$ cat src/rtl/lcd_write_arb_pkg.sv
// Shared definitions for the LCD writer arbiter: word layout, FSM encoding and the
// default wr_done watchdog limit.
package lcd_write_arb_pkg;

  localparam int          DW          = 9;
  localparam int          DC_BIT      = 8;
  localparam int          MAXREQ      = 8;
  localparam logic [15:0] TIMEOUT_DEF = 16'd4095;

  typedef enum logic [2:0] {
    S_IDLE,
    S_ISSUE,
    S_WAIT,
    S_ACK,
    S_HOLD
  } state_t;

  function automatic logic [2:0] oh2idx(input logic [MAXREQ-1:0] oh);
    oh2idx = 3'd0;
    for (int i = 0; i < MAXREQ; i++) begin
      if (oh[i]) oh2idx = i[2:0];
    end
  endfunction

endpackage

$ cat src/rtl/lcd_write_arb_if.sv
// Requester and SPI-writer signals of the LCD write arbiter. The master modport is
// the arbiter; the slave modport is the requesters plus the byte writer.
interface lcd_write_arb_if #(
  parameter int NREQ = 3,
  parameter int DW   = lcd_write_arb_pkg::DW
);
  logic [NREQ-1:0]    req;
  logic [NREQ-1:0]    req_last;
  logic [NREQ*DW-1:0] req_data;
  logic [NREQ-1:0]    ack;
  logic               ack_err;
  logic [NREQ-1:0]    gnt;
  logic [DW-1:0]      lcd_data;
  logic               lcd_en_write;
  logic               lcd_wr_done;

  modport master (
    input  req, req_last, req_data, lcd_wr_done,
    output ack, ack_err, gnt, lcd_data, lcd_en_write
  );

  modport slave (
    output req, req_last, req_data, lcd_wr_done,
    input  ack, ack_err, gnt, lcd_data, lcd_en_write
  );
endinterface

$ cat src/rtl/lcd_write_arb_rr_pick.sv
// Rotating-priority pick: one-hot of the first set request at or after ptr_i, wrapping.
// ptr_i must be below NREQ.
module lcd_write_arb_rr_pick #(
  parameter int NREQ = 3
) (
  input  logic [NREQ-1:0] req_i,
  input  logic [2:0]      ptr_i,
  output logic [NREQ-1:0] gnt_o
);

  localparam logic [NREQ-1:0] ONE = NREQ'(1);

  logic [NREQ-1:0] rot;
  logic [NREQ-1:0] first;

  // Rotate so ptr_i lands at bit 0, isolate the lowest set bit, rotate back.
  assign rot   = NREQ'({req_i, req_i} >> ptr_i);
  assign first = rot & (~rot + ONE);
  assign gnt_o = NREQ'(({first, first} << ptr_i) >> NREQ);

endmodule

$ cat src/rtl/lcd_write_arb.sv
// Round-robin arbiter sharing one LCD SPI byte writer among NREQ requesters, with
// transaction locking, init gating and a wr_done watchdog.
module lcd_write_arb
  import lcd_write_arb_pkg::*;
#(
  parameter int          NREQ    = 3,
  parameter logic [15:0] TIMEOUT = TIMEOUT_DEF
) (
  input  logic            clk,
  input  logic            rst,
  input  logic            init_done_i,
  output logic            timeout_err_o,
  lcd_write_arb_if.master bus
);

  localparam logic [NREQ-1:0] INIT_ONLY = NREQ'(1);

  state_t          state_q;
  logic [NREQ-1:0] gnt_q;
  logic [NREQ-1:0] ack_q;
  logic            ack_err_q;
  logic            en_q;
  logic            last_q;
  logic            lock_q;
  logic            terr_q;
  logic [DW-1:0]   data_q;
  logic [2:0]      rr_ptr_q;
  logic [15:0]     timer_q;

  logic [NREQ-1:0] elig;
  logic [NREQ-1:0] cand;
  logic [NREQ-1:0] pick;
  logic [NREQ-1:0] issue_oh;
  logic            hold_ok;
  logic            issue_go;
  logic [DW-1:0]   sel_data;
  logic            sel_last;
  logic [2:0]      own_idx;
  logic [2:0]      ptr_nxt;
  logic            tmo_hit;
  logic [15:0]     timer_inc;

  assign elig = init_done_i ? '1 : INIT_ONLY;
  assign cand = bus.req & elig;

  lcd_write_arb_rr_pick #(.NREQ(NREQ)) u_pick (
    .req_i (cand),
    .ptr_i (rr_ptr_q),
    .gnt_o (pick)
  );

  // A locked owner skips arbitration; an owner that lost eligibility falls back to it.
  assign hold_ok  = (state_q == S_HOLD) && |(gnt_q & elig);
  assign issue_oh = hold_ok ? (gnt_q & bus.req) : pick;
  assign issue_go = ((state_q == S_IDLE) || (state_q == S_HOLD)) && |issue_oh;

  always_comb begin
    sel_data = '0;
    sel_last = 1'b0;
    for (int i = 0; i < NREQ; i++) begin
      if (issue_oh[i]) begin
        sel_data = bus.req_data[i*DW +: DW];
        sel_last = bus.req_last[i];
      end
    end
  end

  assign own_idx   = oh2idx(MAXREQ'(gnt_q));
  assign ptr_nxt   = (own_idx == 3'(NREQ - 1)) ? 3'd0 : own_idx + 3'd1;
  assign tmo_hit   = ({1'b0, timer_q} + 17'd1) >= {1'b0, TIMEOUT};
  assign timer_inc = (&timer_q) ? timer_q : timer_q + 16'd1;

  always_ff @(posedge clk or posedge rst) begin
    if (rst) begin
      state_q   <= S_IDLE;
      gnt_q     <= '0;
      ack_q     <= '0;
      ack_err_q <= 1'b0;
      en_q      <= 1'b0;
      last_q    <= 1'b0;
      lock_q    <= 1'b0;
      terr_q    <= 1'b0;
      data_q    <= '0;
      rr_ptr_q  <= 3'd1;
      timer_q   <= '0;
    end else begin
      en_q      <= 1'b0;
      ack_q     <= '0;
      ack_err_q <= 1'b0;
      case (state_q)
        S_IDLE, S_HOLD: begin
          if (issue_go) begin
            gnt_q   <= issue_oh;
            data_q  <= sel_data;
            last_q  <= sel_last;
            en_q    <= 1'b1;
            timer_q <= '0;
            state_q <= S_ISSUE;
          end else if (state_q == S_HOLD && !hold_ok) begin
            gnt_q   <= '0;
            lock_q  <= 1'b0;
            state_q <= S_IDLE;
          end
        end
        S_ISSUE: state_q <= S_WAIT;
        S_WAIT: begin
          if (bus.lcd_wr_done) begin
            ack_q   <= gnt_q;
            lock_q  <= ~last_q;
            state_q <= S_ACK;
          end else if (tmo_hit) begin
            ack_q     <= gnt_q;
            ack_err_q <= 1'b1;
            terr_q    <= 1'b1;
            lock_q    <= 1'b0;
            state_q   <= S_ACK;
          end else begin
            timer_q <= timer_inc;
          end
        end
        S_ACK: begin
          if (lock_q) begin
            state_q <= S_HOLD;
          end else begin
            gnt_q    <= '0;
            rr_ptr_q <= ptr_nxt;
            state_q  <= S_IDLE;
          end
        end
        default: state_q <= S_IDLE;
      endcase
    end
  end

  assign bus.gnt          = gnt_q;
  assign bus.ack          = ack_q;
  assign bus.ack_err      = ack_err_q;
  assign bus.lcd_data     = data_q;
  assign bus.lcd_en_write = en_q;
  assign timeout_err_o    = terr_q;

endmodule

$ cat src/flat_wrapper.sv
// flat-port wrapper written by rule: the top's interface ports become plain ports
module lcd_write_arb_flat import lcd_write_arb_pkg::*;
#(
  parameter int          NREQ    = 3,
  parameter logic [15:0] TIMEOUT = TIMEOUT_DEF
)
  (clk, rst, init_done_i, timeout_err_o, bus_req, bus_req_last, bus_req_data, bus_lcd_wr_done, bus_ack, bus_ack_err, bus_gnt, bus_lcd_data, bus_lcd_en_write);
  lcd_write_arb_if #(.NREQ(NREQ)) bus_i ();
  input  logic clk;
  input  logic rst;
  input  logic init_done_i;
  output logic timeout_err_o;
  input wire logic [$bits(bus_i.req)-1:0] bus_req;
  input wire logic [$bits(bus_i.req_last)-1:0] bus_req_last;
  input wire logic [$bits(bus_i.req_data)-1:0] bus_req_data;
  input wire logic [$bits(bus_i.lcd_wr_done)-1:0] bus_lcd_wr_done;
  output wire logic [$bits(bus_i.ack)-1:0] bus_ack;
  output wire logic [$bits(bus_i.ack_err)-1:0] bus_ack_err;
  output wire logic [$bits(bus_i.gnt)-1:0] bus_gnt;
  output wire logic [$bits(bus_i.lcd_data)-1:0] bus_lcd_data;
  output wire logic [$bits(bus_i.lcd_en_write)-1:0] bus_lcd_en_write;
  assign bus_i.req = bus_req;
  assign bus_i.req_last = bus_req_last;
  assign bus_i.req_data = bus_req_data;
  assign bus_i.lcd_wr_done = bus_lcd_wr_done;
  assign bus_ack = bus_i.ack;
  assign bus_ack_err = bus_i.ack_err;
  assign bus_gnt = bus_i.gnt;
  assign bus_lcd_data = bus_i.lcd_data;
  assign bus_lcd_en_write = bus_i.lcd_en_write;
  lcd_write_arb #(.NREQ(NREQ), .TIMEOUT(TIMEOUT)) u_core (.clk(clk), .rst(rst), .init_done_i(init_done_i), .timeout_err_o(timeout_err_o), .bus(bus_i));
endmodule
$ cat config.mk
export PLATFORM = sky130hd
export DESIGN_NAME = lcd_write_arb_flat
export DESIGN_NICKNAME = d
export VERILOG_FILES = /design/src/rtl/lcd_write_arb_pkg.sv /design/src/rtl/lcd_write_arb_if.sv /design/src/rtl/lcd_write_arb_rr_pick.sv /design/src/rtl/lcd_write_arb.sv /design/src/flat_wrapper.sv
export SDC_FILE = /design/constraint.sdc
export NUM_CORES = 1
export LEC_CHECK = 0
export CAP_MARGIN = 20
export CORE_ASPECT_RATIO = 0.8
export CORE_MARGIN = 3
export CORE_UTILIZATION = 30
export CTS_CLUSTER_DIAMETER = 30
export CTS_CLUSTER_SIZE = 24
export DETAILED_ROUTE_END_ITERATION = 6
export HOLD_SLACK_MARGIN = 0.05
export RECOVER_POWER = 50
export SYNTH_ARGS = -nofsm -noshare
export SYNTH_HDL_FRONTEND = slang
export SYNTH_SLANG_ARGS = --single-unit
$ cat constraint.sdc
create_clock -name clk -period 3.1 [get_ports clk]
set_input_delay 0.775 -clock clk [delete_from_list [all_inputs] [get_ports clk]]
set_output_delay 0.775 -clock clk [all_outputs]
set_load 0.005 [all_outputs]
======== After elaboration in Yosys (flattened, before gate mapping) ========
Cells that the tools add are included.
operators by class
  add/sub/neg operators ................... 4
  $lt $le $gt $ge ......................... 1
  eq/ne operators ......................... 14
  bitwise logic cells ..................... 8
  shift-type cells ........................ 2
  reduce and logical (&&, ||, !) cells .... 19
  multiplexer cells ....................... 38
operator list
  kind                                                                      count
  16-bit two-way mux                                                        4
  3-bit two-way mux                                                         13
  16-bit one-hot mux with 2 select lines                                    1
  9-bit two-way mux                                                         3
  16-bit by 1-bit adder with 17-bit output (second input constant)          1
  17-bit by 12-bit >= comparator with 1-bit output (second input constant)  1
  16-bit by 1-bit adder with 16-bit output (second input constant)          1
  16-bit AND reduction                                                      1
  1-bit two-way mux                                                         13
  3-bit AND                                                                 4
  3-bit one-hot mux with 4 select lines                                     1
  2-bit != test (second input constant)                                     5
  3-bit by 2-bit == test with 1-bit output (second input constant)          2
  3-bit one-hot mux with 2 select lines                                     1
  2-bit AND reduction                                                       3
  3-bit AND reduction                                                       2
  3-bit OR reduction                                                        2
  6-bit by 3-bit << shifter with 6-bit output                               1
  6-bit by 3-bit right shift with 3-bit output                              1
  5-bit AND reduction                                                       1
  2-bit by 1-bit != test with 1-bit output (second input constant)          2
  4-bit AND reduction                                                       1
  2-bit nonzero test                                                        2
  2-bit by 1-bit adder with 3-bit output (second input constant)            1
  15 further kinds                                                          19
word-level totals
  output and inout bits ................... 18
  input port bits ......................... 37
  register bits after elaboration ......... 42
  logic and storage cells ................. 97

======== Depth between registers and ports, before layout ========
Gate-level depths: netlist of the first run.
  depth after elaboration ................. 12
  gate-level depth with buffers ........... 11
  mapped depth without buffers ............ 9

======== By module ========
A second synthesis of the first run with hierarchy kept.
second synthesis, totals
  cell total of the unflattened synthesis .. 263
  area total of the unflattened synthesis .. 2439.8 um^2
by module, submodules not included
  module                 cells each  times used  seq. area each (um^2)  area each (um^2)
  lcd_write_arb          247         1           1052.3                 2341.0
  lcd_write_arb_rr_pick  16          1           0.0                    98.8

======== Worst setup path before layout of the first run ========
OpenSTA, ideal clock, no wires.
  kind .................................... input-to-reg
  start point ............................. input port init_done_i
  end point ............................... register u_core.data_q[0] (netlist: u_core.bus.lcd_data[0])
  stages on the path ...................... 8
  setup slack ............................. 661 ps
  path buffers ............................ 1
  required time ........................... 2972 ps
  arrival time ............................ 2311 ps
  library setup time ...................... 128 ps
  cells stage by stage .................... o21a_1 o211ai_1 o21ai_1 o32a_1 nand3_2 nand2_1 buf_2 mux2_1
on the way
  longest elaborated chain between the ends .. 11
  elaborated cells between the ends (all ways) .. 17
  those cells by class .................... add/sub: 1; shift: 2; mux: 5; bitwise: 4; reduce/logical: 5
RTL lines
  what                                                      line                                      source
  start: declaration                                        flat_wrapper.sv:11                        input logic init_done_i;
  3-bit two-way mux (*)                                     lcd_write_arb.sv:43                       assign elig = init_done_i ? '1 : INIT_ONLY;
  3-bit AND                                                 lcd_write_arb.sv:44                       assign cand = bus.req & elig;
  6-bit by 3-bit right shift with 3-bit output              lcd_write_arb_rr_pick.sv:17               assign rot = NREQ'({req_i, req_i} >> ptr_i);
  3-bit inverter                                            lcd_write_arb_rr_pick.sv:18               assign first = rot & (~rot + ONE);
  3-bit by 1-bit adder with 3-bit output                    lcd_write_arb_rr_pick.sv:18
  3-bit AND                                                 lcd_write_arb_rr_pick.sv:18
  6-bit by 3-bit << shifter with 6-bit output               lcd_write_arb_rr_pick.sv:19               assign gnt_o = NREQ'(({first, first} << ptr_i) >> NREQ);
  3-bit two-way mux (*)                                     lcd_write_arb.sv:54                       assign issue_oh = hold_ok ? (gnt_q & bus.req) : pick;
  9-bit two-way mux or 3-bit OR reduction (tied branches)   lcd_write_arb.sv:61, lcd_write_arb.sv:55
  9-bit two-way mux or 1-bit logical AND (tied branches)    lcd_write_arb.sv:61, lcd_write_arb.sv:55
  9-bit two-way mux or 2-bit AND reduction (tied branches)  n/a
  end signal: assignment                                    lcd_write_arb.sv:94                       data_q <= sel_data;
  end: declaration                                          lcd_write_arb.sv:26                       logic [DW-1:0] data_q;
Every way passes the cells marked *; elsewhere a longest branch is shown, timed or not.
A chain may end at the register's enable or synchronous reset.

======== Worst setup path after layout of the first run ========
  start point ............................. input port init_done_i
  end point ............................... register u_core.data_q[7] (netlist: u_core.bus.lcd_data[7])
The elaborated chain is that of the path after synthesis.

==> metrics.txt, run 1 <==
slew margin rel. between 30% and 40%; DP Cell Count between 400 and 500; clk buf depth 2; drt wl/cell roughly 14 µm; Synth top cells by count dfrtp_1 (41), nor2_1 (28), nand2_1 (27), nand3_1 (17), a31oi_1 (10); Tmin final approximately 2800 ps; LEAKAGE approximately 1.4 nW; clock latency at the later pin of the worst-skew pair about 290 ps; GRT Util Overall roughly an eighth; IO Pins 55; CTS buffer count 5; global-route wire length before repair 9640 µm; Syn Inst Count ~260; top cells by area, synth dfrtp_1 (41%), nor2_1 (4.2%), mux2_1 (4.1%), nand2_1 (4.1%), nand3_1 (3.4%); period utilization 89.5%; Antenna Diode Count 0; Slowest-stage cell, CP clkdlybuf4s50_1; Initial Utilization 31.1%; crit path DAT just under 3000 ps; Worst Max-Slew Pin Slew around 1000 ps; Reg power frac approximately 37%; Post-CTS Setup Inserts 0; EDFF count, synth 0; share of layout cells above drive strength 1 between 10% and 20%; largest net degree at the start of global routing between 40 and 50; Post-Layout Cell Count roughly 430; Reg clk slew, reported paths 70 ps; synthesized cell area roughly 2500 µm²; Yosys reg bits 42; # setup viols final 0; post-synthesis average cell area roughly 9.4 µm²; DRC errors left 0; vias in the first global route around 2100; Syn Nets ~300; max-cap violations 0; Post-CTS Resized 0; core region area ~8000 µm²; largest area contributor in the netlist dfrtp_1; Worst Skew about 8.6 ps; CTS sink count 42; final slew viol count 0; clock power share around 18%; DRT Pass-1 Iters 6; WS Path Type input pin to flop; Area Overhead vs Synth 31.1%; Post-DP Area between 3000 and 4000 µm²; WP buf/inv 3; combinational share of power about 45%; number of H-tree levels 2; fraction of the yosys area taken by sequential cells a little over two fifths; worst vdd ir roughly 0.27 mV; Final ANT Viol Nets 0; Switching Fraction 35.5%; internal power roughly 1.5 mW; number of DRC markers in iteration 0 89; Worst EP required around 3300 ps; Final Hold Fails 0; RSZ-0062 raised after global routing no; outcome completed; async set-or-reset flop fraction in the synthesized netlist 100%; Final Routed Wirelength between 5000 and 6000 µm; CTS tree done; I/O Buffers between 50 and 60; total grt overflow 0; Setup TNS 0 ps; # fillers 824; maximum clock frequency between 300 and 400 MHz; number of placement rows 29; Root Buffer clkbuf_8; Vias per Instance approximately 5; Net Sw Power around 0.82 mW; Synth Warn # 0; Die X between 100 and 150 µm; gp weighted congestion 0.870; antenna violations before repair 0; crit-path max FO 11; Layout Nets 359; top cell type's share of synthesized area between 40% and 50%; Design Area, Final 3250 µm²; placed wire-length estimate approximately 4300 µm; startpoint types input pin; CP endpoint kind flop; total die area ~9400 µm²; # hold bufs at CTS 0; routed via count 2144; Min-Delay Path Class flop to flop; top_reg_cell synth dfrtp_1; Worst Hold Slack 469 ps; crit path cell chain clkdlybuf4s50_1, o21a_1, o211ai_1, buf_4, a21oi_1, or2_2, nand3_2, nand2_1, buf_12, mux2_1; Worst path max stage delay 500 ps; DIE HEIGHT ~87 µm; cell area power density approximately 710 nW/µm²; Yosys cell types 60; delay-heaviest family, CP buffers and inverters; most frequent cell after synthesis dfrtp_1
==> routing by layer <==
layer / vias up / track usage, % / routed length, µm / part of all wire, %
li1: 1069 / - / - / -
met1: 1020 / 17.7 / 2840 / 49
met2: 50 / 19.3 / 2550 / 44
met3: 5 / 3.48 / 354 / 6.1
met4: 0 / 3.44 / 68 / 1.2
met5: - / 0 / 0 / 0
==> metrics by stage <==
stage	util [%]	power, mW	worst slack, ps
floorplan	-	1.49	661
global placement	39.4	1.89	106
detailed placement	39.4	1.91	42.8
CTS	40.8	2.34	347
global route	40.7	2.48	184
finish	40.7	2.30	327
==> power groups by stage <==
stage / registers (mW) / clock network [mW] / logic (mW)
floorplan: 0.796 / 0 / 0.692
global placement: 0.861 / 0 / 1.03
detailed placement: 0.859 / 0 / 1.05
CTS: 0.850 / 0.432 / 1.05
global route: 0.879 / 0.452 / 1.15
finish: 0.848 / 0.418 / 1.04
==> final timing paths <==
kind	start	endpoint	slack, ps	depth (start not counted)
worst min register to register	u_core.timeout_err_o	u_core.timeout_err_o	470	1
max in group asynchronous	rst	u_core.bus.ack_err	1200	3
min in group asynchronous	rst	u_core.bus.lcd_data[2]	1260	3
worst max register to register	u_core.timer_q[0]	u_core.timer_q[4]	540	9
worst max-delay path	init_done_i	u_core.bus.lcd_data[7]	330	10
worst min-delay path	u_core.timeout_err_o	u_core.timeout_err_o	470	1
==> registers in the layout, summed over array words and instances (netlist names) <==
| signal | flops |
|---|---|
| u_core.last_q | 1 |
| u_core.bus.gnt | 3 |
| u_core.timer_q | 16 |
| u_core.rr_ptr_q | 3 |
| u_core.bus.ack_err | 1 |
| u_core.state_q | 3 |
| u_core.timeout_err_o | 1 |
| u_core.lock_q | 1 |
| u_core.bus.lcd_data | 9 |
| u_core.bus.lcd_en_write | 1 |
| u_core.bus.ack | 3 |
==> layout make-up <==
cell class	instances	area [µm²]	area share, %
multi-input combinational	204	1320	40.5
sequential	42	1050	32.4
timing repair buffer	62	623	19.2
tap	108	135	4.16
clock buffer	7	76.3	2.35
clock inverter	1	30.0	0.924
inverter	5	18.8	0.577
==> cells in the final DEF, fill, tap and decap left out, drive strengths merged, types with 3 or more instances in the layout <==
cell type,n
a21oi,7
a221o,4
a22o,4
a31oi,10
and2,8
and3,12
buf,7
clkbuf,8
clkdlybuf4s50,48
dfrtp,41
dlygate4sd3,6
inv,5
mux2,12
nand2,28
nand2b,4
nand3,19
nor2,29
nor3,9
nor4,3
o21a,6
o21ai,6
or2,4
xor2,3
==> cells by family after synthesis <==
family | Yosys count | share of synthesized area [%]
AOI/OAI and AO/OA | 55 | 16.5
xor gates and xnor gates | 4 | 1.41
muxes | 13 | 5.85
buffers and inverters | 18 | 4.54
DFF | 42 | 42.4
adders and majority gates | 2 | 1.01
and+or+nand+nor | 130 | 28.3
Note: power is estimated with default switching activity, not from simulation.
==> inputs of run 2 (changes only) <==
--- a/config.mk
+++ b/config.mk
@@ -7,11 +7,12 @@
 export LEC_CHECK = 0
 export CAP_MARGIN = 20
 export CORE_ASPECT_RATIO = 0.8
-export CORE_MARGIN = 3
+export CORE_MARGIN = 4
 export CORE_UTILIZATION = 30
 export CTS_CLUSTER_DIAMETER = 30
 export CTS_CLUSTER_SIZE = 24
 export DETAILED_ROUTE_END_ITERATION = 6
+export GPL_ROUTABILITY_DRIVEN = 0
 export HOLD_SLACK_MARGIN = 0.05
 export RECOVER_POWER = 50
 export SYNTH_ARGS = -nofsm -noshare
==> run 2 against run 1 <==
- first-iteration DRC count grew 35%
- flip-flop and latch count unchanged
- final cell count shrank 0.23%
==> metrics.txt, run 2 (same netlist as run 1, synthesis figures left out) <==
drt wl/cell 13.8 µm (+2.1%); Die X 110 µm (+1.9%); Reg power frac 39.3% (+2.5 points); global-route wire length before repair 10000 µm (+3.7%); number of DRC markers in iteration 0 120 (+35%); combinational share of power 45.5% (+0.5 points); Worst Hold Slack 478 ps (+9.10 ps); final slew viol count 0 (unchanged); crit path DAT 3020 ps (+80 ps); Final Routed Wirelength 5920 µm (+1.9%); share of layout cells above drive strength 1 11.3% (-0.28 points); clk buf depth 2 (unchanged); routed via count 2151 (+0.33%); GRT Util Overall 13.0% (+0.36 points); I/O Buffers 54 (unchanged); period utilization 90.1% (+0.62 points); clock power share 15.2% (-2.9 points); Post-CTS Setup Inserts 0 (unchanged); max-cap violations 0 (unchanged); startpoint types input pin; Tmin final 2790 ps (+19.3 ps); crit-path max FO 11 (unchanged); DP Cell Count 421 (unchanged); DRC errors left 0 (unchanged); Net Sw Power 0.808 mW (-1.3%); Largest Register u_core.timer_q; vias in the first global route 2124 (+3.1%); Vias per Instance 5.03 (+0.56%); commonest non-fill, non-tap cells in the layout clkdlybuf4s50_1 (48), dfrtp_1 (41), nor2_1 (28), nand2_1 (27), nand3_1 (17); number of H-tree levels 2 (unchanged); antenna violations before repair 0 (unchanged); most common cell after layout, fill and taps aside clkdlybuf4s50_1; Design Area, Final 3200 µm² (-1.7%); Worst Skew 4.60 ps (-4.03 ps); Area Overhead vs Synth 28.9%; DIE HEIGHT 89.3 µm (+2.3%); CTS sink count 42 (unchanged); slew margin rel. 30.0% (-0.54 points); Final ANT Viol Nets 0 (unchanged); # setup viols final 0 (unchanged); internal power 1.36 mW (-8.1%); DRT Pass-1 Iters 5 (-1); Root Buffer clkbuf_8; Post-CTS Resized 0 (unchanged); worst vdd ir 0.243 mV (-9.6%); total die area 9790 µm² (+4.2%); outcome completed; WS Path Type input pin to flop; IO Pins 55 (unchanged); CP endpoint kind flop; CTS tree done; largest net degree at the start of global routing 43 (unchanged); number of placement rows 29 (unchanged); Switching Fraction 37.2% (+1.6 points); Min-Delay Path Class flop to flop; RSZ-0062 raised after global routing no; Worst Max-Slew Pin Slew 1050 ps (+8.07 ps); Layout Nets 359 (unchanged); Worst Slack Setup Final 307 ps (-19.3 ps); cell area power density 680 nW/µm² (-4.0%); Antenna Diode Count 0 (unchanged); LEAKAGE 1.42 nW (-1.8%); worst slack, placed 23.9 ps (-18.8 ps); core region area 7980 µm² (unchanged); CTS buffer count 5 (unchanged); Initial Utilization 31.1% (unchanged); Reg clk slew, reported paths 70 ps (about the same); # hold bufs at CTS 0 (unchanged); placed wire-length estimate 4350 µm (+0.76%); Post-DP Area 3120 µm² (-0.80%); clock latency at the later pin of the worst-skew pair 290 ps (about the same); total grt overflow 0 (unchanged); Worst EP required 3330 ps (+60 ps); Post-Layout Cell Count 428 (-0.23%); Final Hold Fails 0 (unchanged); Setup TNS 0 ps (unchanged); maximum clock frequency 358 MHz (-0.69%); max reg flops 16 (unchanged)
[run 2: critical path, stage by stage]
cell             delay (ps)
clkdlybuf4s50_1         490
o21a_1                  170
o211ai_1                250
buf_4                   180
a21oi_1                  50
nor2_1                  620
nand2_1                 130
a31oi_1                 210
mux2_1                  150
[run 2: final timing paths]
path,start,endpoint,slack [ps],cells past startpoint
max in group asynchronous,rst,u_core.bus.ack[0],1200,3
hold / removal,u_core.timeout_err_o,u_core.timeout_err_o,480,1
hold reg to reg,u_core.timeout_err_o,u_core.timeout_err_o,480,1
setup reg to reg,u_core.timer_q[0],u_core.timer_q[9],560,9
min in group asynchronous,rst,u_core.bus.lcd_data[3],1260,3
setup / recovery,init_done_i,u_core.bus.lcd_data[8],310,9
[run 2: power groups by stage]
stage                     Clock [mW]  Sequential, mW  Combinational, mW
final                          0.330           0.854              0.989
after global routing           0.374           0.885               1.11
after CTS                      0.350           0.853               1.01
after detailed placement           0           0.860               1.00
after global placement             0           0.862              0.987
after floorplan                    0           0.796              0.692
[run 2: stage by stage]
step / util, % / power, mW
after global routing: 40.0 / 2.36
after detailed placement: 39.1 / 1.86
after CTS: 40.1 / 2.21
after floorplan: - / 1.49
after global placement: 39.1 / 1.85
final: 40.0 / 2.17
[run 2: layer usage]
layer | global-route usage, % | up-vias | wire length (µm)
li1 | - | 1073 | -
met1 | 18.0 | 1030 | 2980
met2 | 19.7 | 44 | 2590
met4 | 5.21 | 0 | 79
met5 | 0 | - | 0
met3 | 3.10 | 4 | 270
[run 2: layout make-up]
cell class                 count  area, µm²
inverter                       5       18.8
tap                          108        135
multi-input combinational    204       1320
sequential                    42       1050
clock buffer                   7       76.3
fill                         819       4790
timing repair buffer          62        598
==> inputs of run 3 (changes only) <==
==> constraint.sdc (replaced) <==
create_clock -name clk -period 2.39 [get_ports clk]
set_input_delay 0.5975 -clock clk [delete_from_list [all_inputs] [get_ports clk]]
set_output_delay 0.5975 -clock clk [all_outputs]
set_load 0.005 [all_outputs]
==> run 3 against run 2 <==
- first-iteration DRC count decreased by 29%
- final cell count increased by 6.8%
- setup slack got worse by 220 ps
- count of clock-buffer cells in the layout decreased by 2
- routed wire length increased by 4.2%
- cell area increased by 11%
- global-route usage increased by 0.22 points
- critical path type unchanged
- largest cell class unchanged
- non-clock buffer count increased by 28
- total power increased by 46%
- sequential power increased by 23%
==> metrics.txt, run 3 (same netlist as run 1, synthesis figures left out) <==
share of layout cells above drive strength 1 22.1% (+11 points); Worst EP required 2570 ps (-760 ps); Area Overhead vs Synth 42.4%; number of DRC markers in iteration 0 85 (-29%); Vias per Instance 4.95 (-1.4%); total grt overflow 0 (unchanged); clock power share 17.5% (+2.3 points); Final Routed Wirelength 6170 µm (+4.2%); RSZ-0062 raised after global routing yes; clk buf depth 2 (unchanged); drt wl/cell 13.5 µm (-2.4%); placed wire-length estimate 4490 µm (+3.1%); WP buf/inv 4 (+2); Initial Utilization 31.1% (unchanged); global-route wire length before repair 10400 µm (+3.7%); Largest Register u_core.timer_q; most common cell after layout, fill and taps aside clkdlybuf4s50_1; worst slack, placed -405 ps (-429 ps); largest net degree at the start of global routing 43 (unchanged); Layout Nets 387 (+7.8%); Switching Fraction 35.4% (-1.8 points); CTS tree done; CTS buffer count 5 (unchanged); antenna violations before repair 0 (unchanged); Total Power 3.18 mW (+46%); crit path cell chain dlygate4sd2_1, o21a_1, o211ai_1, buf_4, buf_4, o311a_1, or2_4, nand3_4, nand2_1, buf_12, mux2_1; Antenna Diode Count 0 (unchanged); startpoint types input pin; IO Pins 55 (unchanged); period utilization between 90% and 100%; max reg flops 16 (unchanged); LEAKAGE 1.59 nW (+12%); commonest non-fill, non-tap cells in the layout clkdlybuf4s50_1 (48), dfrtp_1 (37), buf_4 (31), nand2_1 (27), nor2_1 (27); CTS sink count 42 (unchanged); worst vdd ir 0.356 mV (+47%); Worst Slack Setup Final 89.1 ps (-218 ps); outcome completed; DIE HEIGHT 89.3 µm (unchanged); number of placement rows 29 (unchanged); vias in the first global route 2152 (+1.3%); clock latency at the later pin of the worst-skew pair 290 ps (about the same); I/O Buffers 54 (unchanged); slew margin rel. 29.7% (-0.29 points); final slew viol count 0 (unchanged); Worst path max stage delay 320 ps (-300 ps); Net Sw Power 1.13 mW (+39%); max-cap violations 0 (unchanged); crit-path max FO 11 (unchanged); most used cell, CP buf_4; Root Buffer clkbuf_8; core region area 7980 µm² (unchanged); Slowest-stage cell, CP mux2_1; internal power 2.06 mW (+51%); Tmin final roughly 2300 ps; Min-Delay Path Class flop to flop; Final Hold Fails 0 (unchanged); Die X 110 µm (unchanged); number of H-tree levels 2 (unchanged); combinational share of power 49.4% (+3.9 points); maximum clock frequency about 430 MHz; Worst Max-Slew Pin Slew 1050 ps (+4.39 ps); cell area power density 901 nW/µm² (+33%); Reg clk slew, reported paths 80 ps (about the same); # setup viols final 0 (unchanged); Worst Skew 13.0 ps (+8.42 ps); Final ANT Viol Nets 0 (unchanged); total die area 9790 µm² (unchanged); DRC errors left 0 (unchanged); Reg power frac 33.1% (-6.2 points); GRT Util Overall 13.2% (+0.22 points); CP endpoint kind flop; routed via count 2264 (+5.3%); delay-heaviest family, CP buffers and inverters; WS Path Type input pin to flop; crit path DAT 2480 ps (-540 ps); DRT Pass-1 Iters 4 (-1)
## run 3: changes by cell type in the layout (fill, tap and decap cells not counted), sizes merged
cell and delta:
clkinv +2, buf +27, clkbuf -1, bufinv +1, dlygate4sd3 -4, dlygate4sd2 +3
dlymetal6s2s +1
## run 3: through the flow
| step | hold WS, ps | util, % | setup TNS (ps) | std cells | area [µm²] |
|---|---|---|---|---|---|
| finish | 485 | 44.2 | 0 | 457 | 3530 |
| global route | 510 | 44.2 | -116 | 457 | 3530 |
| CTS | 483 | 43.5 | 0 | 455 | 3470 |
| detailed placement | 465 | 41.8 | -9710 | 446 | 3330 |
| global placement | 455 | 41.8 | -8870 | 446 | 3330 |
| floorplan | 465 | - | 0 | 264 | 2480 |
## run 3: cell type report
type / count / area [µm²]
fillers: 786 / 4450
clock buffers: 5 / 68.8
flip-flops and latches: 42 / 1060
multi-input cells: 204 / 1380
repair buffers: 90 / 832
well taps: 108 / 135
inverters: 5 / 18.8
clock inverters: 3 / 40.0
## run 3: power by group through the flow
stage / registers (mW) / logic [mW] / clock network, mW
after global placement: 1.06 / 1.54 / 0
after detailed placement: 1.06 / 1.55 / 0
after floorplan: 1.03 / 0.898 / 0
after CTS: 1.05 / 1.59 / 0.570
after global routing: 1.09 / 1.74 / 0.604
final: 1.05 / 1.57 / 0.556
## run 3: timing repair
| item | CTS | global route |
|---|---|---|
| gates resized for setup | 10 | 12 |
| setup endpoints to repair | 17 | 16 |
| pin swaps | 4 | 6 |
| hold endpoints to repair | 0 | 0 |
| hold buffers | 0 | 0 |
| buffers inserted | 1 | 2 |
## run 3: routing by layer
metal,up-vias,routed length (µm),GRT usage (%)
met5,-,0,0
met4,0,47,3.74
met3,2,272,3.39
met2,44,2840,20.8
met1,1089,3010,18.1
li1,1129,-,-
## run 3: final timing paths
check / to / cells after the start / slack (ps) / startpoint
hold / removal: u_core.timeout_err_o / 1 / 480 / u_core.timeout_err_o
max in group asynchronous: u_core.timer_q[1] / 3 / 590 / rst
hold reg to reg: u_core.timeout_err_o / 1 / 480 / u_core.timeout_err_o
setup reg to reg: u_core.timer_q[4] / 9 / 110 / u_core.timer_q[1]
setup / recovery: u_core.bus.lcd_data[3] / 11 / 90 / init_done_i
min in group asynchronous: u_core.bus.lcd_data[6] / 3 / 1070 / rst
